$ cat src/rtl/mem_arbiter.sv
// rtl/mem_arbiter.sv - round-robin IFU/LSU arbiter with programmable access latency in front of a single memory
// Holds one transaction at a time: IDLE accepts, WAIT counts down to the access cycle, RESP holds the response.
module mem_arbiter #(
    parameter int LATENCY = 1
) (
    input  logic        clock,
    input  logic        reset,
    input  logic        ifu_req_valid,
    output logic        ifu_req_ready,
    input  logic [31:0] ifu_req_addr,
    output logic        ifu_resp_valid,
    input  logic        ifu_resp_ready,
    output logic [31:0] ifu_resp_data,
    input  logic        lsu_req_valid,
    output logic        lsu_req_ready,
    input  logic [31:0] lsu_req_addr,
    input  logic        lsu_req_wen,
    input  logic [31:0] lsu_req_wdata,
    input  logic [3:0]  lsu_req_wmask,
    output logic        lsu_resp_valid,
    input  logic        lsu_resp_ready,
    output logic [31:0] lsu_resp_data,
    output logic        mem_ren,
    output logic [31:0] mem_raddr,
    input  logic [31:0] mem_rdata,
    output logic        mem_wen,
    output logic [31:0] mem_waddr,
    output logic [31:0] mem_wdata,
    output logic [3:0]  mem_wmask
);

    typedef enum logic [1:0] {IDLE, WAIT, RESP} state_t;

    localparam logic [7:0] CNT_INIT = 8'(LATENCY - 1);
    localparam logic       OWN_IFU  = 1'b0;
    localparam logic       OWN_LSU  = 1'b1;

    state_t      state_q, state_d;
    logic [7:0]  cnt_q, cnt_d;
    logic [31:0] addr_q, addr_d;
    logic        wen_q, wen_d;
    logic [31:0] wdata_q, wdata_d;
    logic [3:0]  wmask_q, wmask_d;
    logic        owner_q, owner_d;
    logic        last_q, last_d;
    logic [31:0] rdata_q, rdata_d;

    logic grant_ifu;
    logic grant_lsu;

    // On a tie the port that did not win last time gets the grant.
    assign grant_ifu = ifu_req_valid && (!lsu_req_valid || last_q == OWN_LSU);
    assign grant_lsu = lsu_req_valid && !grant_ifu;

    always_comb begin
        state_d        = state_q;
        cnt_d          = cnt_q;
        addr_d         = addr_q;
        wen_d          = wen_q;
        wdata_d        = wdata_q;
        wmask_d        = wmask_q;
        owner_d        = owner_q;
        last_d         = last_q;
        rdata_d        = rdata_q;
        ifu_req_ready  = 1'b0;
        lsu_req_ready  = 1'b0;
        ifu_resp_valid = 1'b0;
        lsu_resp_valid = 1'b0;
        ifu_resp_data  = 32'd0;
        lsu_resp_data  = 32'd0;
        mem_ren        = 1'b0;
        mem_wen        = 1'b0;
        mem_raddr      = 32'd0;
        mem_waddr      = 32'd0;
        mem_wdata      = 32'd0;
        mem_wmask      = 4'd0;

        case (state_q)
            IDLE: begin
                ifu_req_ready = grant_ifu && !reset;
                lsu_req_ready = grant_lsu && !reset;
                if (ifu_req_valid && ifu_req_ready) begin
                    addr_d  = ifu_req_addr;
                    wen_d   = 1'b0;
                    wdata_d = 32'd0;
                    wmask_d = 4'd0;
                    owner_d = OWN_IFU;
                    cnt_d   = CNT_INIT;
                    state_d = WAIT;
                end else if (lsu_req_valid && lsu_req_ready) begin
                    addr_d  = lsu_req_addr;
                    wen_d   = lsu_req_wen;
                    wdata_d = lsu_req_wdata;
                    wmask_d = lsu_req_wmask;
                    owner_d = OWN_LSU;
                    cnt_d   = CNT_INIT;
                    state_d = WAIT;
                end
            end
            WAIT: begin
                if (cnt_q != 8'd0) begin
                    cnt_d = cnt_q - 8'd1;
                end else begin
                    // Gating with reset drops a pending write before it reaches memory.
                    mem_ren = !wen_q && !reset;
                    mem_wen = wen_q && !reset;
                    if (mem_ren) begin
                        mem_raddr = addr_q;
                    end
                    if (mem_wen) begin
                        mem_waddr = addr_q;
                        mem_wdata = wdata_q;
                        mem_wmask = wmask_q;
                    end
                    rdata_d = wen_q ? 32'd0 : mem_rdata;
                    last_d  = owner_q;
                    state_d = RESP;
                end
            end
            RESP: begin
                ifu_resp_valid = (owner_q == OWN_IFU);
                lsu_resp_valid = (owner_q == OWN_LSU);
                ifu_resp_data  = ifu_resp_valid ? rdata_q : 32'd0;
                lsu_resp_data  = lsu_resp_valid ? rdata_q : 32'd0;
                if ((ifu_resp_valid && ifu_resp_ready) || (lsu_resp_valid && lsu_resp_ready)) begin
                    state_d = IDLE;
                end
            end
            default: begin
                state_d = IDLE;
            end
        endcase
    end

    always_ff @(posedge clock) begin
        if (reset) begin
            state_q <= IDLE;
            cnt_q   <= 8'd0;
            addr_q  <= 32'd0;
            wen_q   <= 1'b0;
            wdata_q <= 32'd0;
            wmask_q <= 4'd0;
            owner_q <= OWN_IFU;
            last_q  <= OWN_LSU;
            rdata_q <= 32'd0;
        end else begin
            state_q <= state_d;
            cnt_q   <= cnt_d;
            addr_q  <= addr_d;
            wen_q   <= wen_d;
            wdata_q <= wdata_d;
            wmask_q <= wmask_d;
            owner_q <= owner_d;
            last_q  <= last_d;
            rdata_q <= rdata_d;
        end
    end

endmodule
$ cat config.mk
export PLATFORM = sky130hd
export DESIGN_NAME = mem_arbiter
export DESIGN_NICKNAME = d
export VERILOG_FILES = /design/src/rtl/mem_arbiter.sv
export SDC_FILE = /design/constraint.sdc
export NUM_CORES = 1
export LEC_CHECK = 0
export CAP_MARGIN = 20
export CORE_MARGIN = 2
export CORE_UTILIZATION = 23
export DETAILED_ROUTE_END_ITERATION = 10
export GPL_ROUTABILITY_DRIVEN = 0
export MAX_ROUTING_LAYER = met4
export PLACE_DENSITY_LB_ADDON = 0.05
export SYNTH_ARGS = -nofsm -noshare
export SYNTH_HDL_FRONTEND = slang
export SYNTH_SLANG_ARGS = --single-unit
$ cat constraint.sdc
create_clock -name clock -period 4.6 [get_ports clock]
set_input_delay 0.69 -clock clock [delete_from_list [all_inputs] [get_ports clock]]
set_output_delay 0.69 -clock clock [all_outputs]
set_load 0.1 [all_outputs]
# Yosys cells after proc, flatten, opt, wreduce, memory -nomap -nowiden
# Cells that the tools add are included.
[word_totals]
out_inout_bits = 170
register_bits = 113
elab_cells = 86
[op_classes]
add_sub_neg = 1
eq_ne = 6
mux = 44
reduce_logical = 24
bitwise_logic = 2
[ops]
columns = ["cell", "count"]
rows = [
  ["32-bit two-way mux", 18],
  ["8-bit two-way mux", 3],
  ["4-bit two-way mux", 5],
  ["8-bit case mux with 2 select lines", 1],
  ["1-bit two-way mux", 12],
  ["1-bit logical AND", 10],
  ["2-bit two-way mux", 4],
  ["8-bit nonzero test", 1],
  ["8-bit by 1-bit subtractor with 8-bit output (second input constant)", 1],
  ["2-bit != test (second input constant)", 3],
  ["2-bit case mux with 3 select lines", 1],
  ["3-bit AND reduction", 2],
  ["1-bit zero test", 4],
  ["2-bit AND reduction", 2],
  ["2-bit nonzero test", 2],
  ["3-bit != test (second input constant)", 1],
  ["2-bit by 1-bit == test with 1-bit output (second input constant)", 1],
  ["2-bit == test (second input constant)", 1],
  ["2-bit zero test", 1],
  ["1-bit logical OR", 2],
  ["1-bit NOT", 2],
]

# Longest topological paths before layout
[depth]
depth_word = 10
ltp_mapped = 8
depth_no_buf = 6

# Worst setup path before layout
# Ideal clock, no wire load.
[synth_timing]
path_type = "flip-flop to output port"
startpoint = "register cnt_q[0]"
endpoint = "output mem_raddr[22]"
required_time_ns = 3.910
t_arrival_ns = 3.189
stages_incl_launch_ff = 8
n_path_buf = 1
path_slack_ns = 0.721
cell_sequence = "dfxtp_1 -> inv_1 -> ha_1 -> nor4b_4 -> nand2_1 -> nor4_1 -> clkbuf_1 -> and2_1"
[synth_between]
elab_chain_len = 3
[synth_lines]
columns = ["item", "line_no", "text"]
rows = [
  ["from (decl)", "39", "logic [7:0] cnt_q, cnt_d;"],
  ["from (signal assigned)", "148", "cnt_q <= cnt_d;"],
  ["8-bit nonzero test", "101", "if (cnt_q != 8'd0) begin"],
  ["32-bit two-way mux", "101", ""],
  ["32-bit two-way mux", "78", "case (state_q)"],
  ["to (decl)", "24", "output logic [31:0] mem_raddr,"],
]
# No other way between the ends.

# Worst setup path in the final report
[layout_timing]
startpoint = "register cnt_q[0]"
endpoint = "output mem_wdata[9]"
[layout_between]
elab_chain_len = 3
[layout_lines]
columns = ["item", "line_no", "text"]
rows = [
  ["8-bit nonzero test", "101", ""],
  ["32-bit two-way mux", "101", ""],
  ["32-bit two-way mux", "78", ""],
  ["to (decl)", "28", "output logic [31:0] mem_wdata,"],
]
# No other way between the ends.

==> results.md <==
* Status: finished clean
* Largest net degree at the start of global routing at a little under 80
* Initial Util at 0.235
* Max cap viols at 0
* CTS Sinks at 113
* Reg2Reg Depth at 8
* Largest family of logic cells by synthesized area: simple AND/OR/NAND/NOR gates
* First-pass GRT wire length at approximately 33000 µm
* # setup viols final at 0
* Fin Clk Skew at 0.0111 ns
* Crit-path leading delay family: simple AND/OR/NAND/NOR gates
* Number of synthesized flops with an enable pin at 0
* Sequential area share after synthesis at 0.407
* Vias in the first global route at around 5900
* CTS tree: built
* Final WL at about 21000 µm
* Top-area cell type share of the netlist area at 0.407
* Placed insts at 1259
* Post-CTS setup repair buffer count at 0
* Synth Instances at 683
* Synthesized Nets at 823
* Cts hold-fix bufs at 0
* H-Tree Depth at 4
* Min Hold Slack at 0.445 ns
* Hold Fails Final Rpt at 0
* Post-synth top area cell: dfxtp_1
* Synth area leaders: dfxtp_1 41%, and2_1 19%, nand3_1 6.0%, a311oi_1 5.2%, a22o_1 5.0%
* Simple-gate portion of the synthesized area at 0.356
* Resized Gates After CTS at 0
* R2r setup slk at between 2 and 2.5 ns
* Post-Synthesis Mean Instance Area at 8.13 µm²
* Worst vdd ir at 0.142 mV
* RSZ-0062 raised after global routing: false
* P per Cell Area at 338 nW/µm²
* FF+latch area at 2260 µm²
* Crit-path max FO at 69
* Dpl ws at 1.20 ns
* Die area at 25400 µm²
* Commonest non-fill, non-tap cells in the layout: 203 x clkdlybuf4s50_1, 165 x and2_1, 116 x buf_4
* WS Path Type: reg -> out
* Number of synthesis warnings at 0
* Slowest CP cell: buf_4
* Finished Layout Cells at 1293
* Core Area at roughly 24000 µm²
* Grt total ovfl at 0
* Final period util at 0.824
* Critical Path Max Stage Delay at approximately 0.53 ns
* CTS root buf: clkbuf_16
* Post-DP HPWL at 14700 µm
* Setup WS post-layout at 0.809 ns
* Die Height at 159 µm
* RR Endpoint: rdata_q[26]$_SDFFE_PP0P_
* XOR/XNOR share of the synthesized area at 0
* Cell area after synthesis at 5560 µm²
* Least-Margin Pin Slew at 1.01 ns
* Cell area after layout at 9190 µm²
* Required @ worst endpoint at 3.91 ns
* Arrival @ worst endpoint at 3.10 ns
* Library cells used by synthesis at 43
* Placement row count at 56
* Reg clk slew, reported paths at 0.06 ns
* Area taken by multi-input logic gates at 2980 µm²
* Die X-Extent at 159 µm
* Crit-path cells: inv_1, ha_1, nor4b_4, nand4_2, nor3b_4, buf_4, and2_1, buf_4
* DRT Pass-1 Iters at 4
* Asr flop ratio synth at 0
* Tot GR Track Use at 0.172
* Clock Path Buffers at 2
* Setup crit end: mem_wdata[9]
* Top-level I/O count at 309
* Hold Path Depth at 2
* Hold Path Class: reg -> reg
* Final critical-path required period at 3.79 ns
* IO Port Bufs at 308
* Clock buffer count from CTS at 17
* Critical path buffer and inverter count at 3
* Initial DRC Count at 276
* Residual DRC at 0
* Post-synthesis register bit count at 113
* Layout cells sized above 1 at 0.166
* Placed inst area at 8610 µm²
* Worst skew pair latency at 0.41 ns
* Pwr Total at 3.10 mW
* CP Launch Type: flip-flop
* Prevailing post-synth register cell: dfxtp_1
* Crit. Startpoint: cnt_q[0]$_SDFFE_PP0P_
* Multiplexer share of the synthesized area at 0.00180
* Adder-cell share of the synthesized area at 0.00225
* Via density at 4.51
* Relative slew slack at 0.327
* Final TNS setup at 0 ns
* Detail Route Antenna Nets at 0
* Crit path depth at 8
* Leakage at 3.68 nW
* FMAX at 264 MHz
* Area growth, synth to finish at 65.3%
* Final Util at 0.389
* Slew Viols, Final at 0
* Critical Path Sink Type: primary output
* Final net count at 1099
* Compound-cell area share of the yosys netlist at 0.171
* Fill count at about 2500
* Reg-to-reg startpoint: cnt_q[0]$_SDFFE_PP0P_
* Antenna violations before repair at 1
* Routed len/inst at between 15 and 20 µm
* DR vias at about 5800
* Commonest non-fill, non-tap cell in the layout: clkdlybuf4s50_1
* Most frequent CP cell: buf_4
[synth_stat cells, drive strengths merged (5+ instances only)]
| cell | number |
|---|---|
| and2 | 165 |
| dfxtp | 113 |
| nand2 | 70 |
| nand3 | 67 |
| clkbuf | 45 |
| nor2 | 42 |
| a21oi | 40 |
| a311oi | 33 |
| a22o | 32 |
| buf | 19 |
| inv | 6 |
| nor3 | 6 |
| o21ai | 6 |
| a22oi | 5 |
| nand2b | 5 |
[where the power goes]
group	total [mW]	switching [mW]	internal [mW]
sequential	1.16	0.0819	1.08
clock	1.27	0.513	0.762
combinational	0.664	0.396	0.268
[layer usage]
metal / share of wire / GRT usage / vias to the layer above
met2: 0.46 / 0.271 / 222
met4: 0.013 / 0.0492 / 0
met1: 0.47 / 0.217 / 2683
li1: - / - / 2910
met3: 0.060 / 0.0445 / 18
met5: 0 / - / -
[cell type report]
type | instances | share of cell area
multi-input cells | 500 | 0.325
repair buffers | 321 | 0.320
flip-flops and latches | 113 | 0.246
clock buffers | 18 | 0.0478
well taps | 319 | 0.0435
clock inverters | 14 | 0.0144
inverters | 6 | 0.00245
diodes | 2 | 0.000545
[worst reg2reg max path, delay by kind of cell (launching register included)]
family,cells,cell delay (ns)
compound gates,1,0.19
fa+ha+maj,1,0.28
buf+inv,3,0.89
flops,1,0.35
simple gates,3,0.73
[sequential cells by signal, indices dropped and copies added (netlist names)]
name and cells:
wdata_q 32, state_q 2, wen_q 1, rdata_q 32
owner_q 1, wmask_q 4, cnt_q 8, addr_q 32
last_q 1
[worst min-delay path by stage]
stage	endpoint	start
5_1_grt	wdata_q[28]$_SDFFE_PP0P_	wdata_q[28]$_SDFFE_PP0P_
6_report	wdata_q[0]$_SDFFE_PP0P_	wdata_q[0]$_SDFFE_PP0P_
4_1_cts	wdata_q[0]$_SDFFE_PP0P_	wdata_q[0]$_SDFFE_PP0P_
2_1_floorplan	wdata_q[0]$_SDFFE_PP0P_	wdata_q[0]$_SDFFE_PP0P_
3_3_place_gp	wdata_q[28]$_SDFFE_PP0P_	wdata_q[28]$_SDFFE_PP0P_
3_5_place_dp	wdata_q[0]$_SDFFE_PP0P_	wdata_q[0]$_SDFFE_PP0P_
[cells by family (layout without fill, tap and decap cells)]
kind of cell | Yosys count | after routing
and+or+nand+nor | 368 | 368
AOI/OAI and AO/OA | 130 | 130
DFF | 113 | 113
buffers and inverters | 70 | 359
adders and majority gates | 1 | 1
muxes | 1 | 1
other | 0 | 2
Power figures use the tool's default switching activity.
